<file path="src/rtl/vid_stream_out_pkg.sv">
// Shared types and constant helpers for the clocked-video output block.
package vid_stream_out_pkg;

  typedef enum logic [1:0] {
    SYNC_WAIT  = 2'd0,
    WAIT_FRAME = 2'd1,
    RUN        = 2'd2
  } state_t;

  localparam logic [3:0] PKT_TYPE_VIDEO = 4'h0;

  function automatic int h_total(input int act, input int fp, input int sync, input int bp);
    return act + fp + sync + bp;
  endfunction

  function automatic int v_total(input int act, input int fp, input int sync, input int bp);
    return act + fp + sync + bp;
  endfunction

  // Minimum 1 so that degenerate sizes still yield a legal vector width.
  function automatic int clog2(input int v);
    int r;
    r = 0;
    for (int i = 0; i < 31; i++) begin
      if ((1 << i) < v) r = i + 1;
    end
    return (r < 1) ? 1 : r;
  endfunction

endpackage

</file>
<file path="src/rtl/vid_sfifo.sv">
// Show-ahead synchronous FIFO with flush; flush overrides a same-cycle push.
module vid_sfifo
  import vid_stream_out_pkg::*;
#(
  parameter int WIDTH = 25,
  parameter int DEPTH = 16
) (
  input  logic                   clk,
  input  logic                   reset_n,
  input  logic                   push,
  input  logic                   pop,
  input  logic                   flush,
  input  logic [WIDTH-1:0]       wdata,
  output logic [WIDTH-1:0]       head,
  output logic                   full,
  output logic                   empty,
  output logic [clog2(DEPTH):0]  level
);

  localparam int AW = clog2(DEPTH);
  localparam int LW = AW + 1;

  logic [WIDTH-1:0] mem [DEPTH];
  logic [AW-1:0]    rd_ptr;
  logic [AW-1:0]    wr_ptr;
  logic             do_push;
  logic             do_pop;

  assign full    = (level == LW'(DEPTH));
  assign empty   = (level == '0);
  assign head    = mem[rd_ptr];
  // A pop frees the slot in the same cycle, so a full FIFO may accept a push alongside it.
  assign do_push = push && !flush && (!full || pop);
  assign do_pop  = pop && !flush && !empty;

  always_ff @(posedge clk) begin
    if (do_push) mem[wr_ptr] <= wdata;
  end

  always_ff @(posedge clk or negedge reset_n) begin
    if (!reset_n) begin
      rd_ptr <= '0;
      wr_ptr <= '0;
      level  <= '0;
    end else if (flush) begin
      rd_ptr <= '0;
      wr_ptr <= '0;
      level  <= '0;
    end else begin
      if (do_push) wr_ptr <= wr_ptr + 1'b1;
      if (do_pop)  rd_ptr <= rd_ptr + 1'b1;
      level <= level + LW'(do_push) - LW'(do_pop);
    end
  end

endmodule

</file>
<file path="src/rtl/vid_stream_out.sv">
// Avalon-ST video to VGA raster output with frame lock and underflow recovery.
//   state      | meaning
//   SYNC_WAIT  | FIFO flushed, input discarded until a video header arrives
//   WAIT_FRAME | buffering payload, waiting for frame end with a first-tagged head
//   RUN        | one pop per active pixel, first tag checked against pixel (0,0)
module vid_stream_out
  import vid_stream_out_pkg::*;
#(
  parameter int H_ACTIVE   = 640,
  parameter int H_FP       = 16,
  parameter int H_SYNC     = 96,
  parameter int H_BP       = 48,
  parameter int V_ACTIVE   = 480,
  parameter int V_FP       = 10,
  parameter int V_SYNC     = 2,
  parameter int V_BP       = 33,
  parameter int BPS        = 8,
  parameter int CHANNELS   = 3,
  parameter int FIFO_DEPTH = 16,
  parameter int SYNC_POL   = 0
) (
  input  logic                      clk,
  input  logic                      reset_n,
  input  logic [BPS*CHANNELS-1:0]   din_data,
  input  logic                      din_valid,
  output logic                      din_ready,
  input  logic                      din_sop,
  input  logic                      din_eop,
  output logic [BPS*CHANNELS-1:0]   vid_data,
  output logic                      vid_datavalid,
  output logic                      vid_h_sync,
  output logic                      vid_v_sync,
  output logic                      vid_h,
  output logic                      vid_v,
  output logic                      vid_f,
  output logic                      underflow,
  output logic                      locked
);

  localparam int DW  = BPS * CHANNELS;
  localparam int H_T = h_total(H_ACTIVE, H_FP, H_SYNC, H_BP);
  localparam int V_T = v_total(V_ACTIVE, V_FP, V_SYNC, V_BP);
  localparam int HW  = clog2(H_T);
  localparam int VW  = clog2(V_T);
  localparam int LW  = clog2(FIFO_DEPTH) + 1;

  localparam logic [HW-1:0] H_LAST = HW'(H_T - 1);
  localparam logic [HW-1:0] H_ACT  = HW'(H_ACTIVE);
  localparam logic [HW-1:0] HS_BEG = HW'(H_ACTIVE + H_FP);
  localparam logic [HW-1:0] HS_END = HW'(H_ACTIVE + H_FP + H_SYNC);
  localparam logic [VW-1:0] V_LAST = VW'(V_T - 1);
  localparam logic [VW-1:0] V_ACT  = VW'(V_ACTIVE);
  localparam logic [VW-1:0] VS_BEG = VW'(V_ACTIVE + V_FP);
  localparam logic [VW-1:0] VS_END = VW'(V_ACTIVE + V_FP + V_SYNC);
  localparam logic          SYNC_ON = (SYNC_POL != 0);

  state_t          state;
  logic [HW-1:0]   h_cnt;
  logic [VW-1:0]   v_cnt;
  logic            pkt_video;
  logic            first_pend;

  logic [DW:0]     fifo_head;
  logic            fifo_full;
  logic            fifo_empty;
  logic [LW-1:0]   fifo_level;
  logic [LW-1:0]   lvl_nxt;

  logic active, first_pix, frame_end, xfer, hdr_video;
  logic run_err, flush, push, pop, to_run, into_sync;

  assign vid_f     = 1'b0;
  assign active    = (h_cnt < H_ACT) && (v_cnt < V_ACT);
  assign first_pix = (h_cnt == '0) && (v_cnt == '0);
  assign frame_end = (h_cnt == H_LAST) && (v_cnt == V_LAST);
  assign xfer      = din_valid && din_ready;
  assign hdr_video = xfer && din_sop && (din_data[3:0] == PKT_TYPE_VIDEO);

  // A frame must start on a first-tagged word, and only there.
  assign run_err   = (state == RUN) && active && (fifo_empty || (fifo_head[DW] != first_pix));
  assign flush     = (state == SYNC_WAIT) || run_err;
  assign push      = xfer && !din_sop && pkt_video && (state != SYNC_WAIT) && (!fifo_full || pop);
  assign pop       = (state == RUN) && active && !run_err;
  assign to_run    = (state == WAIT_FRAME) && frame_end && !fifo_empty && fifo_head[DW];
  assign into_sync = ((state == SYNC_WAIT) && !hdr_video) || run_err;
  assign lvl_nxt   = flush ? '0 : (fifo_level + LW'(push) - LW'(pop));

  vid_sfifo #(
    .WIDTH (DW + 1),
    .DEPTH (FIFO_DEPTH)
  ) u_fifo (
    .clk     (clk),
    .reset_n (reset_n),
    .push    (push),
    .pop     (pop),
    .flush   (flush),
    .wdata   ({first_pend, din_data}),
    .head    (fifo_head),
    .full    (fifo_full),
    .empty   (fifo_empty),
    .level   (fifo_level)
  );

  always_ff @(posedge clk or negedge reset_n) begin
    if (!reset_n) begin
      h_cnt <= '0;
      v_cnt <= '0;
    end else if (h_cnt == H_LAST) begin
      h_cnt <= '0;
      v_cnt <= (v_cnt == V_LAST) ? '0 : v_cnt + 1'b1;
    end else begin
      h_cnt <= h_cnt + 1'b1;
    end
  end

  always_ff @(posedge clk or negedge reset_n) begin
    if (!reset_n) begin
      state         <= SYNC_WAIT;
      pkt_video     <= 1'b0;
      first_pend    <= 1'b0;
      din_ready     <= 1'b0;
      vid_data      <= '0;
      vid_datavalid <= 1'b0;
      vid_h_sync    <= ~SYNC_ON;
      vid_v_sync    <= ~SYNC_ON;
      vid_h         <= 1'b0;
      vid_v         <= 1'b0;
      underflow     <= 1'b0;
      locked        <= 1'b0;
    end else begin
      case (state)
        SYNC_WAIT:  if (hdr_video) state <= WAIT_FRAME;
        WAIT_FRAME: if (to_run)    state <= RUN;
        RUN:        if (run_err)   state <= SYNC_WAIT;
        default:                   state <= SYNC_WAIT;
      endcase

      if (xfer) begin
        if (din_sop) begin
          pkt_video  <= (din_data[3:0] == PKT_TYPE_VIDEO) && !din_eop;
          first_pend <= 1'b1;
        end else begin
          if (push)    first_pend <= 1'b0;
          if (din_eop) pkt_video  <= 1'b0;
        end
      end

      // Ready is registered, so it is computed from next-cycle state and level.
      din_ready     <= into_sync || (lvl_nxt != LW'(FIFO_DEPTH));
      vid_data      <= pop ? fifo_head[DW-1:0] : '0;
      vid_datavalid <= active;
      vid_h         <= !(h_cnt < H_ACT);
      vid_v         <= !(v_cnt < V_ACT);
      vid_h_sync    <= (h_cnt >= HS_BEG && h_cnt < HS_END) ? SYNC_ON : ~SYNC_ON;
      vid_v_sync    <= (v_cnt >= VS_BEG && v_cnt < VS_END) ? SYNC_ON : ~SYNC_ON;
      underflow     <= run_err;
      locked        <= ((state == WAIT_FRAME) && to_run) || ((state == RUN) && !run_err);
    end
  end

endmodule

</file>
<file path="config.mk">
export PLATFORM = sky130hd
export DESIGN_NAME = vid_stream_out
export DESIGN_NICKNAME = d
export VERILOG_FILES = /design/src/rtl/vid_stream_out_pkg.sv /design/src/rtl/vid_sfifo.sv /design/src/rtl/vid_stream_out.sv
export SDC_FILE = /design/constraint.sdc
export NUM_CORES = 1
export LEC_CHECK = 0
export CAP_MARGIN = 20
export CORE_AREA = 2 2 235 167
export CTS_BUF_LIST = sky130_fd_sc_hd__clkbuf_4 sky130_fd_sc_hd__clkbuf_8
export DETAILED_ROUTE_END_ITERATION = 7
export DIE_AREA = 0 0 237 169
export PLACE_DENSITY_LB_ADDON = 0.3
export SLEW_MARGIN = 5
export SYNTH_ARGS = -nofsm -noshare
export SYNTH_HDL_FRONTEND = slang
export SYNTH_HIERARCHICAL = 1
export SYNTH_SLANG_ARGS = --single-unit
</file>
<file path="constraint.sdc">
create_clock -name clk -period 6.45 [get_ports clk]
set_input_delay 1.935 -clock clk [delete_from_list [all_inputs] [get_ports clk]]
set_output_delay 1.935 -clock clk [all_outputs]
set_load 0.05 [all_outputs]
</file>
==> results by group <==
STA
  – RSZ-0062 raised after global routing: false
  – Slew Limit Fails: 0
  – Fmax: 191.2 MHz
  – Slew headroom: 0.2690
  – Final period utilization: 0.8108
  – Layout Skew: 0.02086 ns
  – Final setup TNS: 0 ns
  – Final Setup Violations: 0
  – Fin. Hold Viols: 0
  – Worst Tran Pin Value: 1.094 ns
  – Final min period: 5.230 ns

Yosys
  – Synth Flop Type: edfxtp_1
  – Average cell area after synthesis: 17.61 sq um
  – Syn Nets: 1115
  – YS warnings: 6
  – Post-synth EDFFs: 400
  – #FFs+latches synth: 469
  – Yosys top cell area share: 0.6409
  – Synthesized cell area: 18740 sq um
  – Cell type with the largest total area after synthesis: edfxtp_1
  – Top post-synthesis cells by area: edfxtp_1 (64%), dfrtp_1 (8.9%), mux4_2 (6.0%), mux2i_1 (5.4%), a221oi_1 (2.3%)
  – Syn Inst Count: 1064
  – Synth cell types: 60
  – Post-synthesis async set-or-reset flop share: 0.1471
  – Sequential fraction of the synthesis area: 0.7332

Route
  – Drt drc: 0
  – Vias per inst: 5.800
  – Total wire length: 40360 um
  – Via count: 10050
  – First DRT Iteration DRCs: 848
  – WL per Instance: 23.30 um
  – DR pass1 iterations: 6
  – Remaining antenna violation count after routing: 0

Global route
  – Gr ovfl total: 0
  – First-pass GRT wire length: 61290 um
  – Initial antenna violation count: 2
  – Met2 global-route usage: 0.3106
  – GR peak layer: met2
  – Vias in the first global route: 9970
  – Global-route usage over all layers: 0.2073
  – Met1 Use GR: 0.3017
  – Largest net degree at the start of global routing: 55
  – Met3 Track Usage GR: 0.05104

Floorplan
  – Die area: 40050 sq um
  – I/O Pins: 62
  – Initial Utilization: 0.4944
  – # rows: 60
  – Die width: 237 um
  – Die span in y: 169 um
  – Core area: 37910 sq um

Clock network
  – Total CTS buffers: 73
  – Clock Sinks: 469
  – Post-CTS Hold Fix Bufs: 0
  – H-tree levels: 3
  – CTS resizes: 0
  – CTS clk-pin slew, worst paths: 0.07 ns
  – CTS tree: built
  – CTS Root Cell: clkbuf_8
  – Clock Latency Late Sink: 0.63 ns
  – Post-CTS setup buffer count: 0
  – Maximum buffer depth of the clock tree: 3

Final layout
  – Layout cells sized above 1: 0.1911
  – Final core utilization: 0.5679
  – Nets: 1229
  – Area growth syn-to-layout: 14.87%

Placement
  – Port-buffer cells: 60
  – Detailed placement HPWL: 22730 um
  – RePlAce Congestion: 0.7742

Worst setup path
  – Crit path DAT: 5.56 ns
  – Crit start category: flop
  – WS Path Type: flop to flop
  – Crit path capture type: flop
  – Crit path required time: 6.78 ns
  – Crit path max fanout: 18

Power and ir drop
  – Worst vdd ir: 176.9 uV
  – Static Leak: 0.007095 uW
  – Pwr per Cell Area: 275.5 nW/um^2

Job
  – Max capacitance violation total: 0

Status
  – Outcome: complete, no violations

Min path
  – Min-Delay Path Class: flop to flop
-- final cells by class --
cell class              instances  area (sq um)
multi-input cells             513          4703
repair buffers                 90         835.8
fillers                      2856         16380
inverters                      31         116.4
well taps                     496         620.6
clock inverters                30         250.2
clock buffers                 102          1254
diodes                          1         2.502
flip-flops and latches        469         13750
-- sequential cells by signal, indices dropped and copies added, names as in the netlist --
signal	flops
u_fifo/mem	400
vid_data	24
h_cnt	10
v_cnt	10
u_fifo/level	5
u_fifo/rd_ptr	4
u_fifo/wr_ptr	4
state	2
din_ready	1
first_pend	1
locked	1
pkt_video	1
underflow	1
vid_datavalid	1
vid_h	1
vid_h_sync	1
vid_v	1
vid_v_sync	1
-- Yosys cell counts (9+ instances only) --
cell and instances:
buf_4 9, nand3_1 16, xor2_1 15, o21ai_0 33, mux4_2 50, clkbuf_1 17
buf_2 18, ha_1 20, a221oi_1 50, inv_1 30, a22oi_1 25, xnor2_1 11
and2_1 26, nand2_1 45, mux2i_1 102, nor2_1 43, dfrtp_1 67, edfxtp_1 400
-- stage by stage --
stage | std cells | hold WS, ns | instance area [sq um] | power [uW] | worst slack (ns)
global route | 1732 | 0.5203 | 21530 | 6138 | 0.9576
detailed placement | 1598 | 0.4872 | 20000 | 3441 | 1.069
finish | 1732 | 0.5034 | 21530 | 5930 | 1.220
global placement | 1598 | 0.4744 | 20000 | 3439 | 1.098
CTS | 1730 | 0.4975 | 21510 | 5995 | 1.288
floorplan | 1064 | 0.4489 | 18740 | 3372 | 1.279
-- path summary, 6_finish.rpt --
| kind | startpoint | to | slack (ns) | depth (start not counted) |
|---|---|---|---|---|
| min in group asynchronous | reset_n | h_cnt[4]$_DFF_PN0_ | 1.24 | 1 |
| setup / recovery | u_fifo/rd_ptr[2]$_DFFE_PN0P_ | u_fifo/mem[4][16]$_DFFE_PP_ | 1.22 | 14 |
| max in group asynchronous | reset_n | u_fifo/rd_ptr[0]$_DFFE_PN0P_ | 4.19 | 2 |
| hold reg to reg | pkt_video$_DFFE_PN0P_ | pkt_video$_DFFE_PN0P_ | 0.50 | 2 |
| hold / removal | pkt_video$_DFFE_PN0P_ | pkt_video$_DFFE_PN0P_ | 0.50 | 2 |
| setup reg to reg | u_fifo/rd_ptr[2]$_DFFE_PN0P_ | u_fifo/mem[4][16]$_DFFE_PP_ | 1.22 | 14 |
-- cell families after synthesis --
group	Yosys count	share of synthesized area
XOR/XNOR	26	0.01215
AO/OA/AOI/OAI	135	0.05281
adder cells (fa/ha/maj)	22	0.01549
other	1	0.0002001
multiplexers	153	0.1152
flip-flops	469	0.7332
buffers and inverters	82	0.02223
AND/OR/NAND/NOR	176	0.04880
-- cell usage in the layout (no fill, tap or decap), types with 12 or more instances in the layout --
master,instances
clkbuf_4,24
and2_1,25
ha_1,20
mux2i_1,102
nor2_4,12
clkbuf_8,78
nor2_1,31
nand2_1,45
clkdlybuf4s50_1,59
a221oi_1,50
o21ai_0,33
dfrtp_1,65
clkinv_1,16
mux4_2,50
a22oi_1,25
edfxtp_1,400
buf_4,30
inv_1,30
nand3_1,16
xor2_1,15
-- layer usage --
| metal | wire length (um) | up-vias |
|---|---|---|
| met5 | 13 | - |
| met4 | 829 | 2 |
| met3 | 2772 | 73 |
| met2 | 18440 | 352 |
| met1 | 18300 | 5178 |
| li1 | - | 4441 |
-- power breakdown --
part,leakage (uW),internal [uW],switching (uW),total (uW)
logic,0.00182,20.6,56.7,77.3
registers,0.00448,3290,3.90,3300
clock network,0.000790,1420,1130,2550
total,0.00709,4740,1190,5930
-- critical path, stage by stage, from the launching register on --
cell and delay (ns):
dfrtp_1 0.81, and2_2 0.60, a221oi_1 0.20, o21ai_0 0.22, nand2_1 0.10, nor2_1 0.19
inv_1 0.08, nor3_1 0.13, mux2_2 0.34, o21a_1 0.19, inv_1 0.06, a211oi_1 0.59
nand2_1 0.38, nor2_4 0.71, buf_4 0.32
(Power assumes the default switching activity.)
